### src/rtl/uart_tx.sv
// 8N1-style UART transmitter with a per-frame 16x oversampling tick generator.
// A level-held tx_start must be seen low in IDLE before another frame is accepted.
module uart_tx #(
  parameter int DBIT     = 8,
  parameter int SB_TICK  = 16,
  parameter int BAUD_DIV = 163
) (
  input  logic            clk,
  input  logic            reset,
  input  logic            tx_start,
  input  logic [DBIT-1:0] tx_dato_in,
  output logic            tx,
  output logic            tx_busy,
  output logic            tx_done
);

  localparam int CW   = (BAUD_DIV > 1) ? $clog2(BAUD_DIV) : 1;
  localparam int SMAX = (SB_TICK > 16) ? SB_TICK : 16;
  localparam int SW   = $clog2(SMAX);
  localparam int NW   = (DBIT > 1) ? $clog2(DBIT) : 1;

  typedef enum logic [1:0] {IDLE, START, DATA, STOP} state_t;

  state_t          state_reg, state_next;
  logic [CW-1:0]   cnt_reg, cnt_next;
  logic [SW-1:0]   s_reg, s_next;
  logic [NW-1:0]   n_reg, n_next;
  logic [DBIT-1:0] shreg_reg, shreg_next;
  logic            tx_reg, tx_next;
  logic            done_reg, done_next;
  logic            armed_reg, armed_next;
  logic            tick;
  logic            accept;

  assign tick   = (cnt_reg == CW'(BAUD_DIV - 1));
  assign accept = (state_reg == IDLE) && tx_start && armed_reg;

  always_ff @(posedge clk) begin
    if (reset) begin
      state_reg <= IDLE;
      cnt_reg   <= '0;
      s_reg     <= '0;
      n_reg     <= '0;
      shreg_reg <= '0;
      tx_reg    <= 1'b1;
      done_reg  <= 1'b0;
      armed_reg <= 1'b0;
    end else begin
      state_reg <= state_next;
      cnt_reg   <= cnt_next;
      s_reg     <= s_next;
      n_reg     <= n_next;
      shreg_reg <= shreg_next;
      tx_reg    <= tx_next;
      done_reg  <= done_next;
      armed_reg <= armed_next;
    end
  end

  always_comb begin
    state_next = state_reg;
    s_next     = s_reg;
    n_next     = n_reg;
    shreg_next = shreg_reg;
    tx_next    = tx_reg;
    done_next  = 1'b0;
    armed_next = armed_reg;
    // Restarting the divider on acceptance aligns every bit to the frame start.
    if (accept || tick) cnt_next = '0;
    else                cnt_next = cnt_reg + CW'(1);

    case (state_reg)
      IDLE: begin
        if (!tx_start) armed_next = 1'b1;
        if (accept) begin
          armed_next = 1'b0;
          shreg_next = tx_dato_in;
          state_next = START;
          tx_next    = 1'b0;
          s_next     = '0;
          n_next     = '0;
        end
      end
      START: begin
        if (tick) begin
          if (s_reg == SW'(15)) begin
            state_next = DATA;
            s_next     = '0;
            n_next     = '0;
            tx_next    = shreg_reg[0];
          end else begin
            s_next = s_reg + SW'(1);
          end
        end
      end
      DATA: begin
        if (tick) begin
          if (s_reg == SW'(15)) begin
            s_next = '0;
            if (n_reg == NW'(DBIT - 1)) begin
              state_next = STOP;
              tx_next    = 1'b1;
            end else begin
              shreg_next = shreg_reg >> 1;
              tx_next    = shreg_reg[1];
              n_next     = n_reg + NW'(1);
            end
          end else begin
            s_next = s_reg + SW'(1);
          end
        end
      end
      STOP: begin
        tx_next = 1'b1;
        if (tick) begin
          if (s_reg == SW'(SB_TICK - 1)) begin
            state_next = IDLE;
            s_next     = '0;
            done_next  = 1'b1;
          end else begin
            s_next = s_reg + SW'(1);
          end
        end
      end
      default: state_next = IDLE;
    endcase
  end

  assign tx      = tx_reg;
  assign tx_busy = (state_reg != IDLE);
  assign tx_done = done_reg;

endmodule

### config.mk
export PLATFORM = sky130hd
export DESIGN_NAME = uart_tx
export DESIGN_NICKNAME = d
export VERILOG_FILES = /design/src/rtl/uart_tx.sv
export SDC_FILE = /design/constraint.sdc
export NUM_CORES = 1
export LEC_CHECK = 0
export CAP_MARGIN = 20
export CORE_MARGIN = 5
export CORE_UTILIZATION = 40
export DETAILED_ROUTE_END_ITERATION = 12
export PLACE_DENSITY = 0.67
export SYNTH_ARGS = -nofsm -noshare
export SYNTH_HDL_FRONTEND = slang
export SYNTH_SLANG_ARGS = --single-unit
export TNS_END_PERCENT = 10
### constraint.sdc
create_clock -name clk -period 5.2 [get_ports clk]
set_clock_uncertainty 0.05 [all_clocks]
set_input_delay 0.78 -clock clk [delete_from_list [all_inputs] [get_ports clk]]
set_output_delay 0.78 -clock clk [all_outputs]
set_load 0.02 [all_outputs]
* Word-level counts from Yosys, hierarchy flattened *
Cells that the tools add are included.

operators by class
  add/sub/neg operators = 3
  eq/ne operators = 17
  multiplexer cells = 35
  bitwise operators = 2
  reductions and logical operators = 16

operators with widths
  operator                                                                  number
  8-bit two-way mux                                                         4
  3-bit two-way mux                                                         6
  2-bit inequality test (second input constant)                             9
  2-bit two-way mux                                                         8
  8-bit case mux with 2 select lines                                        1
  4-bit two-way mux                                                         3
  5-bit AND reduction                                                       2
  1-bit two-way mux                                                         9
  3-bit case mux with 3 select lines                                        1
  8-bit by 1-bit adder with 8-bit output (second input constant)            1
  8-bit equality test (second input constant)                               1
  2-bit case mux with 4 select lines                                        1
  4-bit case mux with 2 select lines                                        1
  8-bit AND reduction                                                       1
  7-bit AND reduction                                                       1
  3-bit OR reduction                                                        2
  4-bit by 1-bit adder with 4-bit output (second input constant)            1
  2-bit equality test (second input constant)                               2
  4-bit equality test (second input constant)                               1
  2-bit by 1-bit inequality test with 1-bit output (second input constant)  2
  1-bit case mux with 4 select lines                                        1
  2-bit AND reduction                                                       2
  2-bit nonzero test                                                        2
  3-bit by 1-bit adder with 3-bit output (second input constant)            1
  8 further kinds                                                           10

storage, ports and cells
  register bits after elaboration = 28
  bits of input ports = 11
  output and inout bits = 3

* Logic depth before layout (Yosys ltp) *
Gate-level depths: netlist of the first run.

  depth after elaboration = 5
  mapped depth = 8
  gate-level depth less buffers = 6

* Least setup slack after synthesis of the first run *
No wires, ideal clock.

  kind = reg-to-reg
  start = register n_reg[0]
  end = register shreg_reg[5]
  library setup time = 0.088 ns
  arrival = 1.649 ns
  required time = 5.062 ns
  path slack = 3.413 ns
  stages on the path, launching flop included = 8
  buffers on the path = 1
  period minus slack after synthesis = 1.787 ns
  cells stage by stage = dfxtp_1 > ha_1 > ha_1 > nand2b_1 > o41ai_4 > buf_6 > a21oi_1 > a311oi_2

on the way
  longest elaborated chain between the ends = 3

RTL lines
  item                                    line  text
  from (decl)                             27    logic [NW-1:0] n_reg, n_next;
  from (signal assigned)                  52    n_reg <= n_next;
  3-bit equality test                     100   if (n_reg == NW'(DBIT - 1)) begin
  2-bit inequality test (no source line)  --
  5-bit AND reduction (no source line)    --
  to (signal assigned)                    53    shreg_reg <= shreg_next;
  to (decl)                               28    logic [DBIT-1:0] shreg_reg, shreg_next;

Every way passes these cells.
A chain may end at the register's enable or synchronous reset.

* Worst setup path after layout of the first run *
  start = register state_reg[0]
  end = register shreg_reg[0]

on the way
  longest elaborated chain between the ends = 5

RTL lines
  item                                    line    text
  from (decl)                             24      state_t state_reg, state_next;
  from (signal assigned)                  49      state_reg <= state_next;
  2-bit logical NOT                       36, 72
  1-bit logical AND (2 in series)         36      assign accept = (state_reg == IDLE) && tx_start && armed_reg;
  2-bit inequality test (no source line)  --
  5-bit AND reduction (no source line)    --

Parallel ways exist; a longest one is shown, timed or not.

==> metrics.md, run 1 <==
| Metric | Value |
|---|---|
| Setup slack, reg-to-reg | `between 2 and 2.5 ns` |
| Synth area leader | `dfxtp_1` |
| Mux cell area share after synthesis | `under 10%` |
| Fillers | `between 300 and 400` |
| Yosys top cell area share | `a little under two fifths` |
| Crit path buffers/inverters | `1` |
| Post-CTS setup buffer count | `0` |
| Synth Cell Area | `roughly 1500 um^2` |
| Sequential fraction of the synthesis area | `37.6%` |
| Setup slack after layout | `roughly 2.5 ns` |
| Fmax | `between 300 and 400 MHz` |
| Die Width | `between 70 and 80 um` |
| Core Footprint | `between 3000 and 4000 um^2` |
| Combinational Power Share | `approximately 48%` |
| Pre-antenna DRT Iters | `4` |
| Max Transition Viols Final | `0` |
| Reg clk slew, reported paths | `0.09 ns` |
| Largest family of logic cells by synthesized area | `compound AO/OA/AOI/OAI gates` |
| Worst endpoint data arrival time | `approximately 2.8 ns` |
| Reg power frac | `a little under two fifths` |
| CP Capture Type | `flop` |
| Layout Nets | `188` |
| Least-Margin Pin Slew | `about 0.84 ns` |
| Peak VDD IR | `roughly 0.17 mV` |
| DP HPWL | `2350 um` |
| PortBufs | `13` |
| CP top delay family | `compound AO/OA/AOI/OAI gates` |
| Slew headroom | `between 40% and 50%` |
| DR vias | `around 1.2k` |
| Post-CTS Hold Fix Bufs | `0` |
| Starting Density | `between 40% and 50%` |
| Area grow syn2layout | `12.9%` |
| CP max stage cell | `o41ai_4` |
| Total gr overflow | `0` |
| Initial antenna violation count | `0` |
| P_leak | `0.000611 uW` |
| CP Data Required Time | `about 5.3 ns` |
| Final hold violations | `0` |
| Register bit total from synthesis | `28` |
| Synth cell types | `41` |
| Synthesized Nets | `about 180` |
| Synth Area in XOR/XNOR | `3.53%` |
| H-tree depth | `1` |
| Crit Path Max Fanout | `17` |
| Global-route wire length before repair | `5260 um` |
| Top Ports | `14` |
| Layout cells sized above 1 | `roughly 7.3%` |
| Final Non-Filler Cells | `about 210` |
| HP Start | `state_reg[1]` |
| FF-to-FF Start | `state_reg[0]` |
| Setup crit start | `state_reg[0]` |
| Vias per cell | `~5.6` |
| DRT antenna net count | `0` |
| Post-Place Setup Slack | `2.53 ns` |
| Most common cell after layout, fill and taps aside | `dfxtp_1` |
| Routed WL | `approximately 3100 um` |
| Clock share of power | `roughly 14%` |
| Status | `completed` |
| Starting DRT DRC Count | `100` |
| Worst hold path cell count | `2` |
| Max Buffers Root-to-Sink | `2` |
| Die Area | `around 5000 um^2` |
| Synth area leaders | `dfxtp_1, ha_1, mux2i_1` |
| Overall Global Routing Usage | `about an eighth` |
| Wire length per cell | `~15 um` |
| Startpoint class of the critical path | `flop` |
| Internal power | `~470 uW` |
| CTS sink count | `28` |
| Syn Inst Count | `155` |
| Yosys warns | `0` |
| Hold Slack | `between 0.4 and 0.5 ns` |
| Setup violations, final | `0` |
| # placed instances | `210` |
| Min Tclk post-route | `2.70 ns` |
| Post_cts resized | `0` |
| MaxCap Viol Count | `0` |
| Die Y | `71.0 um` |
| Power per cell area | `approximately 480 nW/um^2` |
| Routability Congestion | `roughly 0.74` |
| Final core occ | `between 40 and 50%` |
| FF-to-FF End | `shreg_reg[0]` |
| Net Switching | `334 uW` |
| Cell chain of the critical path | `inv_1, ha_1, nand2b_1, o41ai_4, a21oi_1, a311oi_1` |
| Syn_area_per_cell | `between 9 and 10 um^2` |
| Highest-count cells in the layout ignoring fill and taps | `dfxtp_1, clkdlybuf4s50_1, a21oi_1` |
| Remaining DRCs | `0` |
| Total CTS buffers | `3` |
| RSZ-0062 raised after global routing | `false` |
| WHS Endpoint | `state_reg[1]` |
| Compound-Gate Fraction of Synth Area | `24.9%` |
| Simple-Gate Fraction of Synth Area | `about 16%` |
| Post-route clock period utilization | `just over 50%` |
| Critical Path Max Stage Delay | `around 0.73 ns` |
| # diodes | `0` |
| Clock latency on the worst-skew pair | `0.26 ns` |
| Ys async rst share | `0%` |
| CTS tree | `done` |
| HP Class | `reg2reg` |
| Worst r2r path cells | `6` |
| Setup CP Type | `reg2reg` |
| Vias in the first global route | `between 1k and 1.5k` |
| FP Rows | `22` |
| Sw frac | `41.6%` |
| Pin count of the biggest net entering global routing | `19` |
| Clock Tree Root | `clkbuf_8` |
| Post-synth EDFFs | `0` |
| TNS Setup | `0 ns` |
| Primary FF master, synth | `dfxtp_1` |
| Post-Synth Adder-Cell Area | `8.40%` |
kinds of logic after synthesis:
group | after synthesis
AOI/OAI and AO/OA | 47
and+or+nand+nor | 45
DFF | 28
buffers and inverters | 11
adders and majority gates | 10
muxes | 8
xor gates and xnor gates | 6
metal layers:
metal  track usage (%)  vias up  wire length (um)
li1                  -      608                 -
met1              16.2      561              1460
met2              21.6       22              1540
met3              2.13        4               101
met4              4.38        0                40
met5                 0        -                 0
worst register-to-register path, stage by stage, from the launching register on:
cell and delay, ns:
dfxtp_1 0.35, inv_1 0.11, ha_1 0.64, nand2b_1 0.25, o41ai_4 0.73, a21oi_1 0.17
a311oi_1 0.29
through the flow:
| stage | power [uW] | cell area, um^2 |
|---|---|---|
| final | 803 | 1680 |
| after global routing | 861 | 1680 |
| after CTS | 807 | 1680 |
| after detailed placement | 691 | 1640 |
| after global placement | 673 | 1640 |
| after floorplan | 620 | 1490 |
synthesized netlist by cell type (2+ instances only):
library cell	n
dfxtp_1	28
a21oi_1	12
nor2_1	11
ha_1	10
nand3_1	10
nand2_1	9
mux2i_1	8
a311oi_1	5
inv_1	5
o21ai_0	5
xor2_1	5
a31oi_1	4
clkbuf_1	4
o211ai_1	4
a311oi_2	3
nand2b_1	3
o41ai_1	3
a211o_1	2
and3_1	2
worst max path at each step:
stage                               to  slack [ns]  cells past startpoint
after floorplan           shreg_reg[5]        3.41                      7
after global placement    shreg_reg[6]        2.64                      6
after detailed placement  shreg_reg[0]        2.53                      6
after CTS                 shreg_reg[0]        2.49                      6
after global routing      shreg_reg[0]        2.27                      6
final                     shreg_reg[0]        2.50                      6
layout make-up:
class	instances	area, um^2	share of cell area (%)
multi-input combinational	116	870	51.7
sequential	28	561	33.4
timing repair buffer	13	130	7.74
tap	48	60.1	3.57
clock buffer	3	41.3	2.46
inverter	5	18.8	1.12
power groups by stage:
stage	logic, uW	clock network [uW]	registers [uW]
2_1_floorplan	321	0	300
3_3_place_gp	371	0	301
3_5_place_dp	386	0	305
4_1_cts	388	119	300
5_1_grt	429	125	307
6_report	388	114	301
Note: power is estimated with default switching activity, not from simulation.
==> inputs of run 2 (changes only) <==
==> constraint.sdc (replaced) <==
create_clock -name clk -period 2.75 [get_ports clk]
set_clock_uncertainty 0.05 [all_clocks]
set_input_delay 0.4125 -clock clk [delete_from_list [all_inputs] [get_ports clk]]
set_output_delay 0.4125 -clock clk [all_outputs]
set_load 0.02 [all_outputs]
==> run 2 against run 1 <==
  * Global-route usage down 0.19 points
  * Largest power group unchanged
  * Sequential power increased by 88%
  * Critical endpoint is now tx_busy
  * Final area rose by 1.7%
  * Critical path type is now reg2out
  * Power is 93% higher
==> metrics.md, run 2 (synthesized netlist as in run 1, its figures left out) <==
| Metric | Value |
|---|---|
| Clock Tree Root | `clkbuf_8 (unchanged)` |
| MaxCap Viol Count | `0 (unchanged)` |
| DR vias | `1,233 (was 1,195)` |
| FP Rows | `22 (unchanged)` |
| Min Tclk post-route | `between 2 and 2.5 ns` |
| Reg clk slew, reported paths | `0.09 ns (about the same)` |
| Total CTS buffers | `3 (unchanged)` |
| Top Ports | `14 (unchanged)` |
| Clock share of power | `16.2% (was 14.2%)` |
| Overall Global Routing Usage | `12.5% (was 12.7%)` |
| CP Capture Type | `primary output (was flop)` |
| Area occupied by registers | `561 um^2 (unchanged)` |
| Critical Path Max Stage Delay | `0.61 ns (was 0.73 ns)` |
| Starting Density | `41.0% (unchanged)` |
| Net Switching | `629 uW (was 334 uW)` |
| Die Width | `71.0 um (unchanged)` |
| # diodes | `0 (unchanged)` |
| Fmax | `between 400 and 500 MHz` |
| Global-route wire length before repair | `5160 um (was 5260 um)` |
| Setup violations, final | `0 (unchanged)` |
| Post_cts resized | `0 (unchanged)` |
| Final Instance Area | `1710 um^2 (was 1680 um^2)` |
| Cell chain of the critical path | `inv_1, ha_1, inv_1, clkdlybuf4s50_1 (was inv_1, ha_1, nand2b_1, o41ai_4, a21oi_1, a311oi_1)` |
| Post-CTS Hold Fix Bufs | `0 (unchanged)` |
| Vias per cell | `5.71 (was 5.61)` |
| CP top delay family | `buffers and inverters (was compound AO/OA/AOI/OAI gates)` |
| Wire length per cell | `14.3 um (was 14.8 um)` |
| Fillers | `366 (was 364)` |
| Multi-input gate area | `870 um^2 (unchanged)` |
| PortBufs | `13 (unchanged)` |
| Post-CTS setup buffer count | `0 (unchanged)` |
| Die Y | `71.0 um (unchanged)` |
| CP max stage cell | `clkdlybuf4s50_1 (was o41ai_4)` |
| Routed WL | `3080 um (was 3140 um)` |
| HP Class | `reg2reg (unchanged)` |
| Worst endpoint data arrival time | `1.78 ns (was 2.82 ns)` |
| Die Area | `5040 um^2 (unchanged)` |
| Hold Slack | `0.450 ns (was 0.455 ns)` |
| Remaining DRCs | `0 (unchanged)` |
| Crit Path Max Fanout | `9 (was 17)` |
| Highest-count cells in the layout ignoring fill and taps | `dfxtp_1, clkdlybuf4s50_1, a21oi_1 (unchanged)` |
| CP Data Required Time | `2.29 ns (was 5.31 ns)` |
| Initial antenna violation count | `0 (unchanged)` |
| Power per cell area | `906 nW/um^2 (was 478 nW/um^2)` |
| Most common cell after layout, fill and taps aside | `dfxtp_1 (unchanged)` |
| Clock latency on the worst-skew pair | `0.27 ns (was 0.26 ns)` |
| DP Area | `1650 um^2 (was 1640 um^2)` |
| Peak VDD IR | `0.307 mV (was 0.173 mV)` |
| H-tree depth | `1 (unchanged)` |
| Sw frac | `40.6% (was 41.6%)` |
| Internal power | `919 uW (was 468 uW)` |
| Setup slack after layout | `0.507 ns (was 2.50 ns)` |
| Combinational Power Share | `47.3% (was 48.3%)` |
| TNS Setup | `0 ns (unchanged)` |
| DP HPWL | `2230 um (was 2350 um)` |
| Setup CP Type | `reg2out (was reg2reg)` |
| P_leak | `0.000629 uW (was 0.000611 uW)` |
| Max Transition Viols Final | `0 (unchanged)` |
| Layout cells sized above 1 | `8.93% (was 7.27%)` |
| Pre-antenna DRT Iters | `5 (was 4)` |
| Starting DRT DRC Count | `80 (was 100)` |
| Area grow syn2layout | `14.8% (was 12.9%)` |
| Pin count of the biggest net entering global routing | `19 (unchanged)` |
| Crit path buffers/inverters | `3 (was 1)` |
| Max Buffers Root-to-Sink | `2 (unchanged)` |
| Total gr overflow | `0 (unchanged)` |
| Status | `completed (unchanged)` |
| DRT antenna net count | `0 (unchanged)` |
| Crit-path most repeated cell | `inv_1` |
| Final hold violations | `0 (unchanged)` |
| RSZ-0062 raised after global routing | `false (unchanged)` |
| Slew headroom | `44.1% (was 43.7%)` |
| Routability Congestion | `0.836 (was 0.743)` |
| Core Footprint | `3630 um^2 (unchanged)` |
| Post-route clock period utilization | `81.6%` |
| CTS sink count | `28 (unchanged)` |
| Reg power frac | `36.6% (was 37.5%)` |
| Post-Place Setup Slack | `0.569 ns (was 2.53 ns)` |
| Least-Margin Pin Slew | `0.836 ns (was 0.842 ns)` |
| Startpoint class of the critical path | `flop (unchanged)` |
| CTS tree | `done (unchanged)` |
| Layout Nets | `190 (was 188)` |
| Vias in the first global route | `1,166 (was 1,150)` |
==> run 2: through the flow <==
stage	util [%]	total power [uW]	instances
after CTS	47.0	1550	216
after floorplan	-	1170	155
after detailed placement	45.5	1300	212
after global routing	47.0	1670	216
after global placement	45.5	1270	212
final	47.0	1550	216
==> run 2: area by class of cell <==
cell class	count	area share (%)
multi-input cells	116	50.9
inverters	5	1.10
well taps	48	3.51
clock buffers	4	3.22
flip-flops and latches	28	32.8
repair buffers	15	8.49
==> run 2: worst reg2reg max path: cells and delay by family (launching register included) <==
family                     cells  cell delay [ns]
AOI/OAI and AO/OA              3             1.15
adders and majority gates      2             0.40
DFF                            1             0.33
and+or+nand+nor                1             0.22
==> run 2: power groups by stage <==
stage,clock [uW],sequential (uW),combinational (uW)
global route,275,582,815
detailed placement,0,576,721
floorplan,0,566,606
finish,250,566,732
CTS,257,566,728
global placement,0,572,701
==> run 2: final timing paths <==
| kind | depth (start not counted) | startpoint | endpoint | slack [ns] |
|---|---|---|---|---|
| setup / recovery | 4 | state_reg[0] | tx_busy | 0.51 |
| hold / removal | 1 | cnt_reg[0] | cnt_reg[0] | 0.45 |
| setup reg to reg | 6 | n_reg[0] | shreg_reg[5] | 0.52 |
| hold reg to reg | 1 | cnt_reg[0] | cnt_reg[0] | 0.45 |
==> run 2: layer usage <==
layer	share of wire, %	GRT usage (%)
met1	48	16.5
met2	47	20.2
met3	3.4	1.85
met4	1.7	5.64
met5	0	0
==> inputs of run 3 (changes only) <==
--- a/config.mk
+++ b/config.mk
@@ -9,7 +9,7 @@
 export CORE_MARGIN = 5
 export CORE_UTILIZATION = 40
 export DETAILED_ROUTE_END_ITERATION = 12
-export PLACE_DENSITY = 0.67
+export PLACE_DENSITY = 0.69
 export SYNTH_ARGS = -nofsm -noshare
 export SYNTH_HDL_FRONTEND = slang
 export SYNTH_SLANG_ARGS = --single-unit
==> constraint.sdc (replaced) <==
create_clock -name clk -period 1.83 [get_ports clk]
set_clock_uncertainty 0.05 [all_clocks]
set_input_delay 0.2745 -clock clk [delete_from_list [all_inputs] [get_ports clk]]
set_output_delay 0.2745 -clock clk [all_outputs]
set_load 0.02 [all_outputs]
==> run 3 against run 2 <==
  * Clock power grew 33%
  * Global-route usage rose by 1.3 points
  * Via count increased by 6.0%
  * Die area is the same
==> metrics.md, run 3 (synthesized netlist as in run 1, its figures left out) <==
| Metric | Value |
|---|---|
| Layout cells sized above 1 | `29.2% (was 8.93%)` |
| Post-CTS Hold Fix Bufs | `0 (unchanged)` |
| Peak VDD IR | `0.697 mV (was 0.307 mV)` |
| CTS sink count | `28 (unchanged)` |
| Total gr overflow | `0 (unchanged)` |
| Global-route wire length before repair | `5690 um (was 5160 um)` |
| P_leak | `0.000729 uW (was 0.000629 uW)` |
| Die Width | `71.0 um (unchanged)` |
| Min Tclk post-route | `between 1.5 and 2 ns` |
| FP Rows | `22 (unchanged)` |
| Highest-count cells in the layout ignoring fill and taps | `dfxtp_1, buf_4, clkdlybuf4s50_1 (was dfxtp_1, clkdlybuf4s50_1, a21oi_1)` |
| Fmax | `between 500 and 600 MHz` |
| Internal power | `1600 uW (was 919 uW)` |
| Setup CP Type | `reg2reg (was reg2out)` |
| Wire length per cell | `14.9 um (was 14.3 um)` |
| Total CTS buffers | `3 (unchanged)` |
| PortBufs | `13 (unchanged)` |
| # placed instances | `226 (was 212)` |
| Die Y | `71.0 um (unchanged)` |
| CP Data Required Time | `1.97 ns (was 2.29 ns)` |
| Startpoint class of the critical path | `flop (unchanged)` |
| Reg power frac | `31.7% (was 36.6%)` |
| Pre-antenna DRT Iters | `4 (was 5)` |
| Critical Path Max Stage Delay | `0.41 ns (was 0.61 ns)` |
| Clock latency on the worst-skew pair | `0.27 ns (about the same)` |
| # diodes | `0 (unchanged)` |
| Initial antenna violation count | `0 (unchanged)` |
| Pin count of the biggest net entering global routing | `18 (was 19)` |
| Top Ports | `14 (unchanged)` |
| Max Buffers Root-to-Sink | `2 (unchanged)` |
| Routed WL | `3470 um (was 3080 um)` |
| Cell chain of the critical path | `or3_4, o41ai_4, buf_4, a21oi_2, a311oi_1 (was inv_1, ha_1, inv_1, clkdlybuf4s50_1)` |
| Final Non-Filler Cells | `233 (was 216)` |
| Slew headroom | `69.6% (was 44.1%)` |
| Least-Margin Pin Slew | `0.454 ns (was 0.836 ns)` |
| Multi-input gate area | `957 um^2 (was 870 um^2)` |
| Final hold violations | `0 (unchanged)` |
| Post-Place Setup Slack | `-0.0622 ns (was 0.569 ns)` |
| Overall Global Routing Usage | `13.8% (was 12.5%)` |
| Area occupied by registers | `569 um^2 (was 561 um^2)` |
| Remaining DRCs | `0 (unchanged)` |
| CP top delay family | `compound AO/OA/AOI/OAI gates (was buffers and inverters)` |
| Vias per cell | `5.61 (was 5.71)` |
| Setup violations, final | `0 (unchanged)` |
| CTS tree | `done (unchanged)` |
| Power per cell area | `1380 nW/um^2 (was 906 nW/um^2)` |
| Layout Nets | `208 (was 190)` |
| H-tree depth | `1 (unchanged)` |
| Die Area | `5040 um^2 (unchanged)` |
| Setup slack after layout | `0.0716 ns (was 0.507 ns)` |
| Most common cell after layout, fill and taps aside | `dfxtp_1 (unchanged)` |
| Combinational Power Share | `55.9% (was 47.3%)` |
| Vias in the first global route | `1,245 (was 1,166)` |
| Net Switching | `1090 uW (was 629 uW)` |
| Worst endpoint data arrival time | `1.90 ns (was 1.78 ns)` |
| CP Capture Type | `flop (was primary output)` |
| Sw frac | `40.4% (was 40.6%)` |
| Routability Congestion | `0.833 (was 0.836)` |
| Post-route clock period utilization | `a little over nine tenths` |
| Core Footprint | `3630 um^2 (unchanged)` |
| CP max stage cell | `or3_4 (was clkdlybuf4s50_1)` |
| Final Instance Area | `1940 um^2 (was 1710 um^2)` |
| Clock Tree Root | `clkbuf_8 (unchanged)` |
| Reg clk slew, reported paths | `0.09 ns (about the same)` |
| Fillers | `339 (was 366)` |
| Area grow syn2layout | `30.4% (was 14.8%)` |
| DR vias | `1,307 (was 1,233)` |
| Max Transition Viols Final | `0 (unchanged)` |
| DP Area | `1770 um^2 (was 1650 um^2)` |
| Starting DRT DRC Count | `85 (was 80)` |
| RSZ-0062 raised after global routing | `true (was false)` |
| Crit Path Max Fanout | `6 (was 9)` |
| Crit path buffers/inverters | `1 (was 3)` |
| DP HPWL | `2470 um (was 2230 um)` |
| HP Class | `reg2reg (unchanged)` |
| Clock share of power | `12.4% (was 16.2%)` |
| Starting Density | `41.0% (unchanged)` |
| DRT antenna net count | `0 (unchanged)` |
| Status | `completed (unchanged)` |
| MaxCap Viol Count | `0 (unchanged)` |
-- run 3: final timing paths --
path	start	end	slack [ns]	cells past startpoint
setup / recovery	cnt_reg[3]	shreg_reg[1]	0.07	5
hold / removal	tx	tx	0.46	2
setup reg to reg	cnt_reg[3]	shreg_reg[1]	0.07	5
hold reg to reg	tx	tx	0.46	2
-- run 3: layer usage --
| layer | GRT usage (%) | vias to the layer above | part of all wire, % |
|---|---|---|---|
| met2 | 23.1 | 33 | 50 |
| met3 | 1.99 | 12 | 2.9 |
| met4 | 7.52 | 0 | 3.7 |
| met5 | 0 | - | 0 |
| met1 | 16.9 | 614 | 44 |
| li1 | - | 648 | - |
-- run 3: layout make-up --
| class | instances | area share (%) |
|---|---|---|
| Multi-Input combinational cell | 116 | 49.3 |
| Sequential cell | 28 | 29.3 |
| Tap cell | 48 | 3.09 |
| Clock buffer | 3 | 2.13 |
| Timing Repair Buffer | 33 | 15.2 |
| Inverter | 5 | 0.966 |
-- run 3: per-stage QoR --
step / total power, uW / setup TNS [ns] / util, % / hold WS (ns)
6_report: 2690 / 0 / 53.4 / 0.462
4_1_cts: 2590 / 0 / 51.3 / 0.469
5_1_grt: 2860 / -0.0584 / 53.4 / 0.490
2_1_floorplan: 1760 / 0 / - / 0.324
3_3_place_gp: 2080 / 0 / 48.8 / 0.434
3_5_place_dp: 2140 / -0.203 / 48.8 / 0.455
-- run 3: tightest hold or removal path, delay by kind of cell, from the launching register on --
kind             cells  cell delay, ns
AO/OA/AOI/OAI        1            0.07
flip-flops           1            0.32
AND/OR/NAND/NOR      1            0.08
-- run 3: power by group through the flow --
stage	registers (uW)	clock network (uW)	logic, uW
global placement	840	0	1240
finish	852	332	1500
CTS	837	339	1410
floorplan	851	0	911
detailed placement	850	0	1290
global route	871	361	1630
-- run 3: timing repair --
| action | 4_1_cts | 5_1_grt |
|---|---|---|
| gates cloned | 1 | 0 |
| pin swaps | 4 | 7 |
| gates resized for setup | 10 | 19 |
| endpoints found under the hold margin | 0 | 0 |
| setup endpoints to repair | 12 | 12 |
| setup buffers | 2 | 1 |
